<file path="src/rtl/mtf_cpg_array.sv">
// Bank of N_NEURONS MTF neurons (fast/slow/ultraslow state) time-multiplexed on one
// RD/CALC/WB datapath. Define MTF_SYN_EN to add unidirectional ring inhibition via w_syn.
module mtf_cpg_array #(
  parameter int N_NEURONS = 4,
  parameter int DW        = 16,
  parameter int FRAC      = 8,
  parameter int TS_SHIFT  = 4,
  parameter int TUS_SHIFT = 7
) (
  input  logic                      clk,
  input  logic                      reset,
  input  logic                      step,
  input  logic [2:0]                dt_shift,
  input  logic [8*N_NEURONS-1:0]    i_ext,
  input  logic signed [7:0]         afn,
  input  logic signed [7:0]         asp,
  input  logic signed [7:0]         asn,
  input  logic signed [7:0]         ausp,
  input  logic signed [7:0]         dfn,
  input  logic signed [7:0]         dsp,
  input  logic signed [7:0]         dsn,
  input  logic signed [7:0]         dusp,
  input  logic signed [7:0]         w_syn,
  output logic                      busy,
  output logic                      valid,
  output logic [DW*N_NEURONS-1:0]   voltage
);

  localparam int AW = DW + 10;
  localparam int KW = (N_NEURONS > 1) ? $clog2(N_NEURONS) : 1;
  localparam logic [KW-1:0]        K_LAST = KW'(N_NEURONS - 1);
  localparam logic signed [AW-1:0] ONE    = AW'(64'sd1 <<< FRAC);
  localparam logic signed [AW-1:0] V_MAX  = AW'((64'sd1 <<< (DW - 1)) - 64'sd1);
  localparam logic signed [AW-1:0] V_MIN  = AW'(-(64'sd1 <<< (DW - 1)));

  typedef enum logic [2:0] {
    S_IDLE,
    S_RD,
    S_CALC,
    S_WB,
    S_DONE
  } state_t;

  function automatic logic signed [AW-1:0] ext8(input logic signed [7:0] x);
    return {{(AW-8){x[7]}}, x};
  endfunction

  function automatic logic signed [AW-1:0] ext_dw(input logic signed [DW-1:0] x);
    return {{(AW-DW){x[DW-1]}}, x};
  endfunction

  function automatic logic signed [AW-1:0] sat_one(input logic signed [AW-1:0] x);
    if (x > ONE)  return ONE;
    if (x < -ONE) return -ONE;
    return x;
  endfunction

  state_t               r_state;
  logic [KW-1:0]        r_k;

  logic signed [DW-1:0] r_v   [N_NEURONS];
  logic signed [DW-1:0] r_vs  [N_NEURONS];
  logic signed [DW-1:0] r_vus [N_NEURONS];

  logic signed [7:0]    r_iext [N_NEURONS];
  logic signed [7:0]    r_afn, r_asp, r_asn, r_ausp;
  logic signed [7:0]    r_dfn, r_dsp, r_dsn, r_dusp;
  logic [2:0]           r_dt;

  logic signed [DW-1:0] r_pv, r_pvs, r_pvus;
  logic signed [AW-1:0] r_dv;

  logic signed [AW-1:0] w_s_fn, w_s_sp, w_s_sn, w_s_usp;
  logic signed [AW-1:0] w_i_mtf, w_i_syn, w_dv;
  logic signed [AW-1:0] w_vsum, w_vsat;
  logic signed [DW:0]   w_dvs, w_dvus, w_dvs_sh, w_dvus_sh;
  logic signed [DW-1:0] w_v_new, w_vs_new, w_vus_new;

`ifdef MTF_SYN_EN
  logic signed [7:0]    r_wsyn;
  logic signed [DW-1:0] r_pvsyn;
  logic [KW-1:0]        w_pred;

  function automatic logic signed [AW-1:0] sat_pos(input logic signed [AW-1:0] x);
    if (x > ONE)       return ONE;
    if (x < $signed('0)) return '0;
    return x;
  endfunction

  assign w_pred  = (r_k == '0) ? K_LAST : r_k - 1'b1;
  assign w_i_syn = -(ext8(r_wsyn) * sat_pos(ext_dw(r_pvsyn)));
`else
  logic w_unused_syn;
  assign w_unused_syn = ^w_syn;
  assign w_i_syn      = '0;
`endif

  // CALC: offsets are integers, so they are lifted to the Q format before the subtraction.
  always_comb begin
    w_s_fn  = sat_one(ext_dw(r_pv)   - (ext8(r_dfn)  <<< FRAC));
    w_s_sp  = sat_one(ext_dw(r_pvs)  - (ext8(r_dsp)  <<< FRAC));
    w_s_sn  = sat_one(ext_dw(r_pvs)  - (ext8(r_dsn)  <<< FRAC));
    w_s_usp = sat_one(ext_dw(r_pvus) - (ext8(r_dusp) <<< FRAC));
    w_i_mtf = ext8(r_afn) * w_s_fn + ext8(r_asp) * w_s_sp
            + ext8(r_asn) * w_s_sn + ext8(r_ausp) * w_s_usp;
    w_dv    = w_i_syn - ext_dw(r_pv) - w_i_mtf + (ext8(r_iext[r_k]) <<< FRAC);
  end

  // WB: the voltage saturates instead of wrapping; the filters always track the old v.
  always_comb begin
    w_vsum = ext_dw(r_pv) + (r_dv >>> r_dt);
    if (w_vsum > V_MAX)      w_vsat = V_MAX;
    else if (w_vsum < V_MIN) w_vsat = V_MIN;
    else                     w_vsat = w_vsum;
    w_v_new   = w_vsat[DW-1:0];
    w_dvs     = {r_pv[DW-1], r_pv} - {r_pvs[DW-1], r_pvs};
    w_dvus    = {r_pv[DW-1], r_pv} - {r_pvus[DW-1], r_pvus};
    w_dvs_sh  = w_dvs >>> TS_SHIFT;
    w_dvus_sh = w_dvus >>> TUS_SHIFT;
    w_vs_new  = r_pvs + w_dvs_sh[DW-1:0];
    w_vus_new = r_pvus + w_dvus_sh[DW-1:0];
  end

  always_ff @(posedge clk) begin
    if (!reset) begin
      r_state <= S_IDLE;
      r_k     <= '0;
      busy    <= 1'b0;
      valid   <= 1'b0;
      voltage <= '0;
      // NOTE: the neuron state is a handful of registers, not a RAM, so it is reset like any other flop.
      for (int j = 0; j < N_NEURONS; j++) begin
        r_v[j]    <= '0;
        r_vs[j]   <= '0;
        r_vus[j]  <= '0;
        r_iext[j] <= '0;
      end
      r_afn  <= '0;
      r_asp  <= '0;
      r_asn  <= '0;
      r_ausp <= '0;
      r_dfn  <= '0;
      r_dsp  <= '0;
      r_dsn  <= '0;
      r_dusp <= '0;
      r_dt   <= '0;
      r_pv   <= '0;
      r_pvs  <= '0;
      r_pvus <= '0;
      r_dv   <= '0;
`ifdef MTF_SYN_EN
      r_wsyn  <= '0;
      r_pvsyn <= '0;
`endif
    end else begin
      valid <= 1'b0;
      case (r_state)
        S_IDLE: begin
          if (step) begin
            for (int j = 0; j < N_NEURONS; j++) r_iext[j] <= i_ext[8*j +: 8];
            r_afn   <= afn;
            r_asp   <= asp;
            r_asn   <= asn;
            r_ausp  <= ausp;
            r_dfn   <= dfn;
            r_dsp   <= dsp;
            r_dsn   <= dsn;
            r_dusp  <= dusp;
            r_dt    <= dt_shift;
`ifdef MTF_SYN_EN
            r_wsyn  <= w_syn;
`endif
            r_k     <= '0;
            busy    <= 1'b1;
            r_state <= S_RD;
          end
        end
        S_RD: begin
          r_pv    <= r_v[r_k];
          r_pvs   <= r_vs[r_k];
          r_pvus  <= r_vus[r_k];
`ifdef MTF_SYN_EN
          r_pvsyn <= voltage[int'(w_pred)*DW +: DW];
`endif
          r_state <= S_CALC;
        end
        S_CALC: begin
          r_dv    <= w_dv;
          r_state <= S_WB;
        end
        S_WB: begin
          r_v[r_k]   <= w_v_new;
          r_vs[r_k]  <= w_vs_new;
          r_vus[r_k] <= w_vus_new;
          if (r_k == K_LAST) begin
            // The last neuron's new v is not in r_v yet, so it is taken straight from the datapath.
            for (int j = 0; j < N_NEURONS; j++)
              voltage[j*DW +: DW] <= (j == N_NEURONS - 1) ? w_v_new : r_v[j];
            valid   <= 1'b1;
            busy    <= 1'b0;
            r_state <= S_DONE;
          end else begin
            r_k     <= r_k + 1'b1;
            r_state <= S_RD;
          end
        end
        S_DONE:  r_state <= S_IDLE;
        default: r_state <= S_IDLE;
      endcase
    end
  end

endmodule

</file>
<file path="config.mk">
export PLATFORM = sky130hd
export DESIGN_NAME = mtf_cpg_array
export DESIGN_NICKNAME = d
export VERILOG_FILES = /design/src/rtl/mtf_cpg_array.sv
export SDC_FILE = /design/constraint.sdc
export NUM_CORES = 2
export LEC_CHECK = 0
export BUFFER_PORTS_ARGS = -buffer_cell sky130_fd_sc_hd__buf_2
export CAP_MARGIN = 20
export CELL_PAD_IN_SITES_DETAIL_PLACEMENT = 0
export CELL_PAD_IN_SITES_GLOBAL_PLACEMENT = 1
export CORE_MARGIN = 2
export CORE_UTILIZATION = 35
export DETAILED_ROUTE_END_ITERATION = 6
export HOLD_SLACK_MARGIN = 0.12
export PLACE_DENSITY_LB_ADDON = 0.12
export SETUP_SLACK_MARGIN = 0.02
export SKIP_LAST_GASP = 1
export SLEW_MARGIN = 20
export SYNTH_ARGS = -nofsm -noshare
export SYNTH_HDL_FRONTEND = slang
export SYNTH_SLANG_ARGS = --single-unit
</file>
<file path="constraint.sdc">
create_clock -name clk -period 9.65 [get_ports clk]
set_clock_uncertainty 0.1 [all_clocks]
set_input_delay 1.93 -clock clk [delete_from_list [all_inputs] [get_ports clk]]
set_output_delay 1.93 -clock clk [all_outputs]
set_load 0.05 [all_outputs]
</file>
==> results.yml <==
status:
  run_status: "finished, violations left"
  violations_in_the_final_reports: "negative setup slack"
timing:
  setup_slack_ns: -0.236
  report.final.hold_viol_count: 0
  grt_setup_unrepaired: "true"
  fin_crit_ns: 9.89
  achievable-frequency_ghz: 0.101
  maxSlewHeadroom_pct: 29.9
  tns_ns: -1.00
  worst_hold_slack_ns: 0.353
  slew_violations: 0
  final.period_utilization_pct: 102
  report.final.setup_viol: 7
  worst_pin_slew_ns: 1.05
critical_path:
  timing_worst_setup_path_type: "flop to flop"
  cp_max_fo: 6
  crit_path_end: "r_dv[22]$_SDFFE_PN0P_"
  cpLargestDelayFamily: "adder cells"
  worst_setup_slack_for_register_to_register_paths_ns: -0.24
  crit_path_end_kind: "flop"
  reg2regPathDepth: 40
  cp.depth: 40
  max_stage_delay_ns: 0.58
  crit-reg2reg-launch: "r_pvus[8]$_SDFFE_PN0P_"
  crit_path_frequent_cell: "sky130_fd_sc_hd__fa_1"
  worst_ep_arrival_time_ns: 10.36
  crit_path_launch: "r_pvus[8]$_SDFFE_PN0P_"
  critPathBufInv: 11
  required_ns: 10.13
  cp-start-kind: "flop"
  crit_path_top_delay_cell: "sky130_fd_sc_hd__fa_2"
  critical_path.reg2reg.endpoint: "r_dv[22]$_SDFFE_PN0P_"
place:
  half_perimeter_wire_length_after_detailed_placement_mm: 129
  portBuffers: 167
  pre_cts_slack_ns: -0.717
  place.gp.congestion: 0.887
job:
  cap_viol_max_count: 0
routing:
  via_per_inst: 5.26
  routed-via-count: 38000
  finalWirelength_mm: 164
  drt_first_pass_iters: 5
  final_antenna_net_count: 0
  post_detailed_route_drc_marker_count: 0
  post_drt_wl_per_cell_um: 22.7
  dr_iter_0_viols: 2610
clock_network:
  postCtsHoldBufs: 0
  clk_pin_slew_ns: 0.07
  tritoncts_clock_tree: "done"
  clock_sink_count: 438
  ctsHtreeMaxLevel: 2
  cts_made_buffers: 50
  worst_skew_pair.late_latency_ns: 0.65
  cts_max_path_buffers: 3
  cts-root-buf: "sky130_fd_sc_hd__clkbuf_16"
synthesis:
  asyncSetResetFlopFracSynth_pct: 0
  synth.yosys.warnings: 0
  avgSynthCellArea_um2: 9.40
  synth_cells: 5063
  synth-edff-count: 224
  syn-cell-area_um2: 47600
  ys_seq_area_share_pct: 23.1
  ys_seq_elements: 438
  synth.net_count: 6089
  postSynth.topFlopCell: "sky130_fd_sc_hd__edfxtp_1"
  synthDistinctLibCells: 87
finish:
  fin_util_pct: 41.2
  final_nets: 6422
  area.growth.synth_to_final_pct: 17.0
  layout-drive-gt1-share_pct: 19.5
grt:
  grt_pass1_wl_mm: 248
  grt_overflow_total: 0
  maximum_number_of_pins_on_one_net_before_global_route_repair: 81
  number_of_global_route_vias_before_repair: 38800
  grt_use_total_pct: 23.4
  antenna_found_initial: 7
floorplan:
  dieArea_um2: 139000
  floorplan.die.height_um: 373
  rows: 135
  chipWidth_um: 373
  design.core.area_um2: 135000
  start_util_pct: 35.2
  ios: 176
worst_hold_path:
  worst_hold_path_type: "flop to flop"
## layer usage
| layer | wire length (um) | part of all wire, % | vias up | track usage (%) |
|---|---|---|---|---|
| li1 | - | - | 17800 | - |
| met1 | 74300 | 45 | 19200 | 32.6 |
| met2 | 75900 | 46 | 861 | 37.7 |
| met3 | 9750 | 5.9 | 134 | 4.41 |
| met4 | 3820 | 2.3 | 6 | 5.53 |
| met5 | 51 | 0.031 | - | 0 |
## worst reg2reg max path: cells and delay by family, from the launching register on
family,cells,cell delay [ns]
adders and majority gates,12,5.04
AOI/OAI and AO/OA,12,1.85
and+or+nand+nor,4,1.31
buffers and inverters,11,0.99
DFF,1,0.34
xor gates and xnor gates,1,0.18
## per-stage QoR
stage,cell area [um2],cells
after floorplan,47800,5063
after global placement,53100,7098
after detailed placement,53100,7098
after CTS,55400,7216
after global routing,55700,7219
final,55700,7222
## flip-flops by register name, indices dropped and copies added, names as in the netlist, 16 cells and up, named ones only
register and count:
r_dv 26, r_iext 32, r_vus 64, r_v 64
r_pv 16, r_vs 64, r_pvs 16, r_pvus 16
voltage 64
## how the worst min path moves through the flow
stage	depth (start not counted)	to	slack, ns	start
4_1_cts	2	r_dfn[3]$_SDFFE_PN0P_	0.36	r_dfn[3]$_SDFFE_PN0P_
2_1_floorplan	2	r_dv[0]$_SDFFE_PN0P_	0.33	r_dv[0]$_SDFFE_PN0P_
5_1_grt	2	r_dfn[3]$_SDFFE_PN0P_	0.37	r_dfn[3]$_SDFFE_PN0P_
3_3_place_gp	2	voltage[32]$_SDFFE_PN0P_	0.34	voltage[32]$_SDFFE_PN0P_
6_report	2	voltage[7]$_SDFFE_PN0P_	0.35	voltage[7]$_SDFFE_PN0P_
3_5_place_dp	2	voltage[28]$_SDFFE_PN0P_	0.34	voltage[28]$_SDFFE_PN0P_
## cell usage after synthesis (32+ instances only)
| cell type | n | area [um2] |
|---|---|---|
| sky130_fd_sc_hd__inv_1 | 781 | 2930 |
| sky130_fd_sc_hd__edfxtp_1 | 224 | 6730 |
| sky130_fd_sc_hd__dfxtp_1 | 214 | 4280 |
| sky130_fd_sc_hd__a21oi_1 | 362 | 1810 |
| sky130_fd_sc_hd__buf_1 | 56 | 210 |
| sky130_fd_sc_hd__a211oi_1 | 113 | 848 |
| sky130_fd_sc_hd__xnor2_1 | 80 | 701 |
| sky130_fd_sc_hd__mux4_2 | 61 | 1370 |
| sky130_fd_sc_hd__o221ai_1 | 34 | 298 |
| sky130_fd_sc_hd__nor2_1 | 264 | 991 |
| sky130_fd_sc_hd__a21boi_0 | 37 | 278 |
| sky130_fd_sc_hd__o2111ai_1 | 92 | 806 |
| sky130_fd_sc_hd__nand2_1 | 596 | 2240 |
| sky130_fd_sc_hd__nor3_1 | 62 | 310 |
| sky130_fd_sc_hd__a2111oi_0 | 65 | 569 |
| sky130_fd_sc_hd__and3_1 | 46 | 288 |
| sky130_fd_sc_hd__clkbuf_1 | 306 | 1150 |
| sky130_fd_sc_hd__o21ai_0 | 133 | 666 |
| sky130_fd_sc_hd__ha_1 | 283 | 3540 |
| sky130_fd_sc_hd__nor2b_1 | 32 | 200 |
| sky130_fd_sc_hd__o211ai_1 | 110 | 826 |
| sky130_fd_sc_hd__fa_1 | 633 | 12700 |
## cells by family (layout without fill, tap and decap cells)
kind of cell               Yosys count  in the layout  share of synthesized area (%)
buffers and inverters             1165           1540                           9.29
AOI/OAI and AO/OA                 1159           1159                           16.7
xor gates and xnor gates           111            111                           2.04
and+or+nand+nor                   1175           1175                           11.0
other                                0              3                              0
DFF                                438            438                           23.1
adders and majority gates          916            916                           34.1
muxes                               99             99                           3.74
## final cells by class
class / instances / area [um2]
antenna: 3 / 7.51
clock buffer: 65 / 1360
tap: 1781 / 2230
clock inverter: 29 / 313
sequential: 438 / 11000
inverter: 789 / 2980
timing repair buffer: 657 / 4780
multi-input combinational: 3460 / 33000
fill: 13700 / 79500
## cell usage in the layout (no fill, tap or decap), types with 17 or more instances in the layout
cell                        count
sky130_fd_sc_hd__a2111oi_0     38
sky130_fd_sc_hd__a211oi_1      92
sky130_fd_sc_hd__a211oi_2      21
sky130_fd_sc_hd__a21boi_0      28
sky130_fd_sc_hd__a21o_1        30
sky130_fd_sc_hd__a21oi_1      348
sky130_fd_sc_hd__a21oi_2       23
sky130_fd_sc_hd__a31oi_1       23
sky130_fd_sc_hd__and3_1        46
sky130_fd_sc_hd__buf_2        168
sky130_fd_sc_hd__buf_4        460
sky130_fd_sc_hd__clkbuf_16     50
sky130_fd_sc_hd__dfxtp_1      206
sky130_fd_sc_hd__edfxtp_1     224
sky130_fd_sc_hd__fa_1         601
sky130_fd_sc_hd__fa_2          32
sky130_fd_sc_hd__ha_1         271
sky130_fd_sc_hd__inv_1        765
sky130_fd_sc_hd__mux2_2        18
sky130_fd_sc_hd__mux2i_1       17
sky130_fd_sc_hd__mux4_2        61
sky130_fd_sc_hd__nand2_1      585
sky130_fd_sc_hd__nand2b_1      20
sky130_fd_sc_hd__nand3_1       30
sky130_fd_sc_hd__nor2_1       263
sky130_fd_sc_hd__nor2b_1       32
sky130_fd_sc_hd__nor3_1        59
sky130_fd_sc_hd__o2111ai_1     89
sky130_fd_sc_hd__o211ai_1     110
sky130_fd_sc_hd__o21a_1        17
sky130_fd_sc_hd__o21ai_0      116
sky130_fd_sc_hd__o221ai_1      34
sky130_fd_sc_hd__o22ai_1       26
sky130_fd_sc_hd__xnor2_1       78
sky130_fd_sc_hd__xor2_1        30
## timing repair
action / 4_1_cts / 5_1_grt
cloned: 2 / 0
pin swaps: 83 / 24
endpoints found under the hold margin: 0 / 0
gates resized for setup: 150 / 53
setup endpoints to repair: 17 / 18
setup buffers: 22 / 3
Power is left out: the tool's default activity adds up to more than one toggle a clock period on the data nets, which glitch-free logic cannot reach.
